File: src/rtl/vga_timing_gen.sv
// -----------------------------------------------------------------------------
// vga_timing_gen
//   Parametrised VGA raster timing generator. A clk-to-pixel divider produces
//   one pixel tick every PIX_DIV clks. On each tick the raster counters h and v
//   advance, in the order active, front porch, sync, back porch. The fetch
//   coordinates follow the raster position directly. hs, vs, blank,
//   line_start and frame_start are decoded from the position delayed by LEAD
//   ticks. Framebuffer reads can therefore be issued ahead of display.
//
//   Optional feature macro: VGA_FRAME_COUNT_EN (adds frame_count, vblank_irq).
//
// Ports
//   clk          in   system clock
//   resetn       in   synchronous reset, active low
//   pix_en       out  one-clk pulse in the clk in which pixel outputs change
//   hs, vs       out  sync outputs, active level HS_POL / VS_POL
//   blank        out  high outside the active area
//   current_x    out  scaled x of the pixel to fetch (COORD_W)
//   current_y    out  scaled y of the pixel to fetch (COORD_W)
//   line_start   out  one-clk pulse at displayed h=0
//   frame_start  out  one-clk pulse at displayed h=0, v=0
//   frame_count  out  [15:0] frames started since reset   (VGA_FRAME_COUNT_EN)
//   vblank_irq   out  pulse when displayed v reaches V_ACTIVE (VGA_FRAME_COUNT_EN)
// -----------------------------------------------------------------------------
module vga_timing_gen #(
  parameter int PIX_DIV     = 2,
  parameter int H_ACTIVE    = 640,
  parameter int H_FP        = 16,
  parameter int H_SYNC      = 96,
  parameter int H_BP        = 48,
  parameter int V_ACTIVE    = 480,
  parameter int V_FP        = 10,
  parameter int V_SYNC      = 2,
  parameter int V_BP        = 33,
  parameter bit HS_POL      = 1'b0,
  parameter bit VS_POL      = 1'b0,
  parameter int SCALE_SHIFT = 1,
  parameter int LEAD        = 1,
  parameter int COORD_W     = 10
) (
  input  logic               clk,
  input  logic               resetn,
  output logic               pix_en,
  output logic               hs,
  output logic               vs,
  output logic               blank,
  output logic [COORD_W-1:0] current_x,
  output logic [COORD_W-1:0] current_y,
  output logic               line_start,
  output logic               frame_start
`ifdef VGA_FRAME_COUNT_EN
  ,
  output logic [15:0]        frame_count,
  output logic               vblank_irq
`endif
);

  localparam int H_TOTAL  = H_ACTIVE + H_FP + H_SYNC + H_BP;
  localparam int V_TOTAL  = V_ACTIVE + V_FP + V_SYNC + V_BP;
  localparam int H_W      = 12;
  localparam int V_W      = 11;
  localparam int DIV_W    = 4;
  localparam int HS_START = H_ACTIVE + H_FP;
  localparam int HS_END   = HS_START + H_SYNC;
  localparam int VS_START = V_ACTIVE + V_FP;
  localparam int VS_END   = VS_START + V_SYNC;
  // Ticks needed before the delayed position is a genuine advance rather
  // than a cleared pipeline entry or the reset position itself.
  localparam int FILL_MAX = LEAD + 1;
  localparam longint unsigned COORD_MAX = (64'd1 << COORD_W) - 64'd1;

  // Elaboration-time parameter checks
  if (PIX_DIV < 1 || PIX_DIV > 16) begin : g_bad_pix_div
    $error("vga_timing_gen: PIX_DIV=%0d outside 1..16", PIX_DIV);
  end
  if (LEAD < 0 || LEAD > 3) begin : g_bad_lead
    $error("vga_timing_gen: LEAD=%0d outside 0..3", LEAD);
  end
  if (SCALE_SHIFT < 0 || SCALE_SHIFT > 3) begin : g_bad_scale
    $error("vga_timing_gen: SCALE_SHIFT=%0d outside 0..3", SCALE_SHIFT);
  end
  if (H_TOTAL >= (1 << H_W) || V_TOTAL >= (1 << V_W)) begin : g_bad_total
    $error("vga_timing_gen: H_TOTAL=%0d / V_TOTAL=%0d too large", H_TOTAL, V_TOTAL);
  end

  function automatic logic [COORD_W-1:0] sat_coord(input logic [H_W-1:0] val);
    if (64'(val) > COORD_MAX) return '1;
    return COORD_W'(val);
  endfunction

  // Divider and raster counters
  logic [DIV_W-1:0] div_q, div_d;
  logic             tick;
  logic             tick_q;
  logic [H_W-1:0]   hcnt_q, hcnt_d;
  logic [V_W-1:0]   vcnt_q, vcnt_d;
  logic [2:0]       fill_q, fill_d;
  logic             filled;

  // Delayed (displayed) position
  logic [H_W-1:0]   hdly;
  logic [V_W-1:0]   vdly;

  // Output registers and their next values
  logic               pix_en_q;
  logic               hs_q, hs_d;
  logic               vs_q, vs_d;
  logic               blank_q, blank_d;
  logic               ls_q, ls_d;
  logic               fs_q, fs_d;
  logic [COORD_W-1:0] x_q, x_d;
  logic [COORD_W-1:0] y_q, y_d;

  assign filled = (fill_q == 3'(FILL_MAX));

  always_comb begin
    tick   = (div_q == DIV_W'(PIX_DIV - 1));
    div_d  = tick ? '0 : div_q + 1'b1;
    hcnt_d = hcnt_q;
    vcnt_d = vcnt_q;
    fill_d = fill_q;
    if (tick) begin
      if (hcnt_q == H_W'(H_TOTAL - 1)) begin
        hcnt_d = '0;
        vcnt_d = (vcnt_q == V_W'(V_TOTAL - 1)) ? '0 : vcnt_q + 1'b1;
      end else begin
        hcnt_d = hcnt_q + 1'b1;
      end
      if (!filled) fill_d = fill_q + 1'b1;
    end
  end

  // LEAD-deep position delay, advancing on tick. Entry 0 holds the position
  // one tick behind the live counters.
  if (LEAD == 0) begin : g_no_lead
    assign hdly = hcnt_q;
    assign vdly = vcnt_q;
  end else begin : g_lead
    logic [H_W-1:0] hpipe_q [LEAD];
    logic [V_W-1:0] vpipe_q [LEAD];

    always_ff @(posedge clk) begin
      if (!resetn) begin
        for (int i = 0; i < LEAD; i++) begin
          hpipe_q[i] <= '0;
          vpipe_q[i] <= '0;
        end
      end else if (tick) begin
        hpipe_q[0] <= hcnt_q;
        vpipe_q[0] <= vcnt_q;
        for (int i = 1; i < LEAD; i++) begin
          hpipe_q[i] <= hpipe_q[i-1];
          vpipe_q[i] <= vpipe_q[i-1];
        end
      end
    end

    assign hdly = hpipe_q[LEAD-1];
    assign vdly = vpipe_q[LEAD-1];
  end

  // Decode; sampled into the output registers one clk after the tick that
  // moved the counters, so coordinates and sync change in the same clk.
  always_comb begin
    x_d     = (hcnt_q < H_W'(H_ACTIVE)) ? sat_coord(hcnt_q >> SCALE_SHIFT) : '0;
    y_d     = (vcnt_q < V_W'(V_ACTIVE)) ? sat_coord({1'b0, vcnt_q >> SCALE_SHIFT}) : '0;
    blank_d = (hdly >= H_W'(H_ACTIVE)) || (vdly >= V_W'(V_ACTIVE));
    hs_d    = ((hdly >= H_W'(HS_START)) && (hdly < H_W'(HS_END))) ? HS_POL : ~HS_POL;
    vs_d    = ((vdly >= V_W'(VS_START)) && (vdly < V_W'(VS_END))) ? VS_POL : ~VS_POL;
    ls_d    = filled && (hdly == '0);
    fs_d    = ls_d && (vdly == '0);
  end

  always_ff @(posedge clk) begin
    if (!resetn) begin
      div_q    <= '0;
      hcnt_q   <= '0;
      vcnt_q   <= '0;
      fill_q   <= '0;
      tick_q   <= 1'b0;
      pix_en_q <= 1'b0;
      hs_q     <= ~HS_POL;
      vs_q     <= ~VS_POL;
      blank_q  <= 1'b1;
      x_q      <= '0;
      y_q      <= '0;
      ls_q     <= 1'b0;
      fs_q     <= 1'b0;
    end else begin
      div_q    <= div_d;
      hcnt_q   <= hcnt_d;
      vcnt_q   <= vcnt_d;
      fill_q   <= fill_d;
      tick_q   <= tick;
      pix_en_q <= tick_q;
      if (tick_q) begin
        hs_q    <= hs_d;
        vs_q    <= vs_d;
        blank_q <= blank_d;
        x_q     <= x_d;
        y_q     <= y_d;
        ls_q    <= ls_d;
        fs_q    <= fs_d;
      end else begin
        ls_q    <= 1'b0;
        fs_q    <= 1'b0;
      end
    end
  end

  assign pix_en      = pix_en_q;
  assign hs          = hs_q;
  assign vs          = vs_q;
  assign blank       = blank_q;
  assign current_x   = x_q;
  assign current_y   = y_q;
  assign line_start  = ls_q;
  assign frame_start = fs_q;

`ifdef VGA_FRAME_COUNT_EN
  logic [15:0] fcnt_q;
  logic        irq_q;

  // The count steps in the same edge that raises frame_start, so it already
  // shows the new frame number while frame_start is high.
  always_ff @(posedge clk) begin
    if (!resetn) begin
      fcnt_q <= '0;
      irq_q  <= 1'b0;
    end else begin
      if (tick_q && fs_d) fcnt_q <= fcnt_q + 1'b1;
      irq_q <= tick_q && (hdly == '0) && (vdly == V_W'(V_ACTIVE));
    end
  end

  assign frame_count = fcnt_q;
  assign vblank_irq  = irq_q;
`endif

endmodule
File: config.mk
export PLATFORM = sky130hd
export DESIGN_NAME = vga_timing_gen
export DESIGN_NICKNAME = d
export VERILOG_FILES = /design/src/rtl/vga_timing_gen.sv
export SDC_FILE = /design/constraint.sdc
export NUM_CORES = 1
export LEC_CHECK = 0
export ABC_AREA = 1
export CAP_MARGIN = 0
export CORE_AREA = 2 2 112 114
export CTS_CLUSTER_SIZE = 20
export DETAILED_ROUTE_END_ITERATION = 8
export DIE_AREA = 0 0 114 116
export PLACE_DENSITY = 0.46
export SYNTH_ARGS = -nofsm -noshare
export SYNTH_HDL_FRONTEND = slang
export SYNTH_SLANG_ARGS = --single-unit
File: constraint.sdc
create_clock -name clk -period 2.1 [get_ports clk]
set_input_delay 0.315 -clock clk [delete_from_list [all_inputs] [get_ports clk]]
set_output_delay 0.315 -clock clk [all_outputs]
set_load 0.02 [all_outputs]
==> impl_results.md <==
* Status: finished clean
* DR iter-0 viols at 170
* Post-CTS sizing at 0
* Minimum clock period at ~1.8 ns
* Final Hold Vio Count at 0
* Top Layer Used: met4
* Final worst slack at 0.300 ns
* Total CTS buffers at 9
* Hold Crit Class: flop to flop
* Ys flop type: dfxtp_1
* Total Routing Usage GR at 12.9%
* Net Count, Synth at ~440
* Gpl congestion at between 0.8 and 0.9
* Post-synth EDFFs at 23
* Worst VDD drop at slightly below 0.3 mV
* Dpl hpwl at around 5.8 mm
* Die height at approximately 120 microns
* Async SR Flop Fraction at 0%
* Mapped Area at 3500 sq um
* TNS Setup at 0 ns
* Largest family of logic cells by synthesized area: simple AND/OR/NAND/NOR gates
* Final Util at a little over a third
* LEAKAGE at around 0.0017 uW
* Clk_lat worst skew at ~0.34 ns
* Synth Warn # at 0
* R2R cell count at 6
* Unrepaired setup endpoints after global routing: false
* Seq/Total Area, Yosys at 52.3%
* Vias in the first global route at between 2000 and 3000
* Initial antenna violation count at 0
* Sink Count at 80
* FMAX at around 0.56 GHz
* PwrDens at between 800 and 900 nW/um^2
* Initial DRT Pass Iterations at 4
* Core Box Area at approximately 12000 sq um
* Crit-path max FO at 22
* # hold bufs at CTS at 0
* Worst Setup End Kind: flop
* Rel. slew slack at around 54%
* Yosys top cell by area: dfxtp_1
* Number of nets with antenna violations after routing at 0
* Worst R2R End: g_lead.vpipe_q[0][7]
* Vias/cell at 4.57
* Wire per inst at roughly 13 microns
* Post-synthesis mux area share at 0%
* Top Ports at 28
* Register bit total from synthesis at 80
* First-pass GRT wire length at roughly 13 mm
* Pwr Total at ~3700 uW
* Period utilisation layout at 85.7%
* Remaining global-route overflow at 0
* Starting density of the core at slightly below 30%
* Hold endpoint: current_y[8]
* Clock-pin slew on the worst setup and hold paths at 0.06 ns
* MaxCap Viol Count at 0
* XOR/XNOR Fraction of Synth Area at approximately 2%
* DIE WIDTH at roughly 110 microns
* Compound-Gate Fraction of Synth Area at ~6.3%
* I/O Buffers at 27
* Root Buffer: clkbuf_16
* Setup Viol. Count Final at 0
* Share of Yosys cell area claimed by the top area cell type at around a third
* Startpoint Class: flop
* Worst path arrival time at roughly 1.9 ns
* CP Class: flop to flop
* H-Tree Depth at 3
* DR WL met2 at 3.39 mm
* CTS tree: done
* Synth-to-layout area growth at 22.9%
* DRC viols at 0
* Area contributors post-synth: dfxtp_1 (33%), edfxtp_1 (20%), nand2_1 (11%)
* Hold Crit Depth at 2
* Worst-Margin Slew at 0.691 ns
* Site row count at 40
* R2r setup slk at 0.30 ns
* Dpl ws at around 0.15 ns
* Die Footprint at approximately 13000 sq um
* NumNets Final at around 480
* Hold path startpoint: current_y[8]
* Syn avg cell area at roughly 8.1 sq um
* Post-synthesis adder-cell area fraction at under 10%
* Post-synthesis cell count at between 400 and 500
* Number of diodes at 0
* Worst endpoint required time at roughly 2.2 ns
* Share of layout cells above drive strength 1 at a little under 7%
* Synth cell types at 30
* Via count at approximately 2800
* Metal3 WL at between 200 and 300 microns
* Reg-to-Reg Start: div_q[1]
* Final Slew Violations at 0
* Synth Area in Simple Gates at a little under a third
* Post-CTS Setup Inserts at 0
* Maximum buffer depth of the clock tree at 2
* WL met1 at around 4.2 mm
* Largest net degree at the start of global routing at 29
* Skew final at roughly 0.0078 ns
* Detailed Route WL at 7.95 mm
-- critical path, cell delays in order (launching register included) --
cell and delay, ns:
dfxtp_1 0.35, inv_1 0.05, ha_1 0.19, nand2_1 0.20
nor2_2 0.08, inv_1 0.51, nor2_1 0.12
-- cell usage in the layout, fill, tap and decap left out, drive strengths merged --
master,n
nand3b,3
edfxtp,23
o211ai,1
ha,7
bufinv,3
inv,52
dfxtp,57
clkbuf,12
nor3,12
nor2,65
xor2,7
nand2,105
or2,1
o21a,1
a31oi,2
buf,6
o32ai,1
nand3,34
nand4,10
a21oi,18
clkdlybuf4s50,27
o21ai,19
or3,1
xnor2,1
nor4,3
clkinv,1
-- how the worst max path moves through the flow --
stage	from	to	slack (ns)	cells after the start
floorplan	div_q[0]	g_lead.hpipe_q[0][0]	0.44	3
global placement	resetn	g_lead.hpipe_q[0][9]	0.20	5
detailed placement	resetn	g_lead.vpipe_q[0][7]	0.15	5
CTS	div_q[1]	g_lead.vpipe_q[0][7]	0.27	6
global route	div_q[1]	g_lead.vpipe_q[0][7]	0.09	6
finish	div_q[1]	g_lead.vpipe_q[0][7]	0.30	6
-- cell type report --
| cell class | count | area (sq um) |
|---|---|---|
| clock buffers | 12 | 236 |
| clock inverters | 4 | 93.8 |
| repair buffers | 33 | 328 |
| fillers | 1263 | 7610 |
| flip-flops and latches | 80 | 1830 |
| multi-input cells | 291 | 1430 |
| inverters | 52 | 195 |
| well taps | 147 | 184 |
-- cell families after synthesis --
logic type / Yosys count
flip-flops: 80
AO/OA/AOI/OAI: 42
AND/OR/NAND/NOR: 234
XOR/XNOR: 8
buffers and inverters: 61
adder cells (fa/ha/maj): 7
-- metrics by stage --
| step | area [sq um] | cells | hold slack, ns |
|---|---|---|---|
| floorplan | 3500 | 432 | 0.433 |
| detailed placement | 3970 | 603 | 0.434 |
| finish | 4300 | 619 | 0.444 |
| CTS | 4300 | 619 | 0.446 |
| global placement | 3970 | 603 | 0.430 |
| global route | 4300 | 619 | 0.470 |
-- power by group --
group / switching [uW] / internal [uW] / total (uW) / leakage [uW]
combinational: 159 / 74.6 / 233 / 0.000795
sequential: 39.9 / 1660 / 1700 / 0.000706
clock: 604 / 1160 / 1760 / 0.000158
total: 803 / 2900 / 3700 / 0.00166
-- routing by layer --
metal  vias up  GRT usage [%]
met5         -              0
met4         0           6.83
met3         8           2.62
met2        50           18.2
met1      1289           18.6
li1       1481              -
-- registers in the layout, summed over array words and instances (netlist names) --
signal / count
div_q: 4
current_x: 10
fill_q: 3
pix_en: 1
blank: 1
vcnt_q: 11
vs: 1
hs: 1
line_start: 1
current_y: 10
hcnt_q: 12
g_lead.hpipe_q: 12
tick_q: 1
frame_start: 1
g_lead.vpipe_q: 11
-- synth_stat cells (3+ instances only) --
| master | n |
|---|---|
| nand2_1 | 104 |
| nand4_1 | 10 |
| nand3b_1 | 3 |
| dfxtp_1 | 57 |
| nor2_2 | 4 |
| edfxtp_1 | 23 |
| a21oi_1 | 18 |
| xor2_1 | 7 |
| nor3_1 | 12 |
| nand3_1 | 33 |
| buf_2 | 6 |
| ha_1 | 7 |
| o21ai_0 | 18 |
| nor2_4 | 3 |
| nor2_1 | 58 |
| clkbuf_1 | 3 |
| inv_1 | 50 |
No activity file was read; power rests on OpenSTA's default activity.
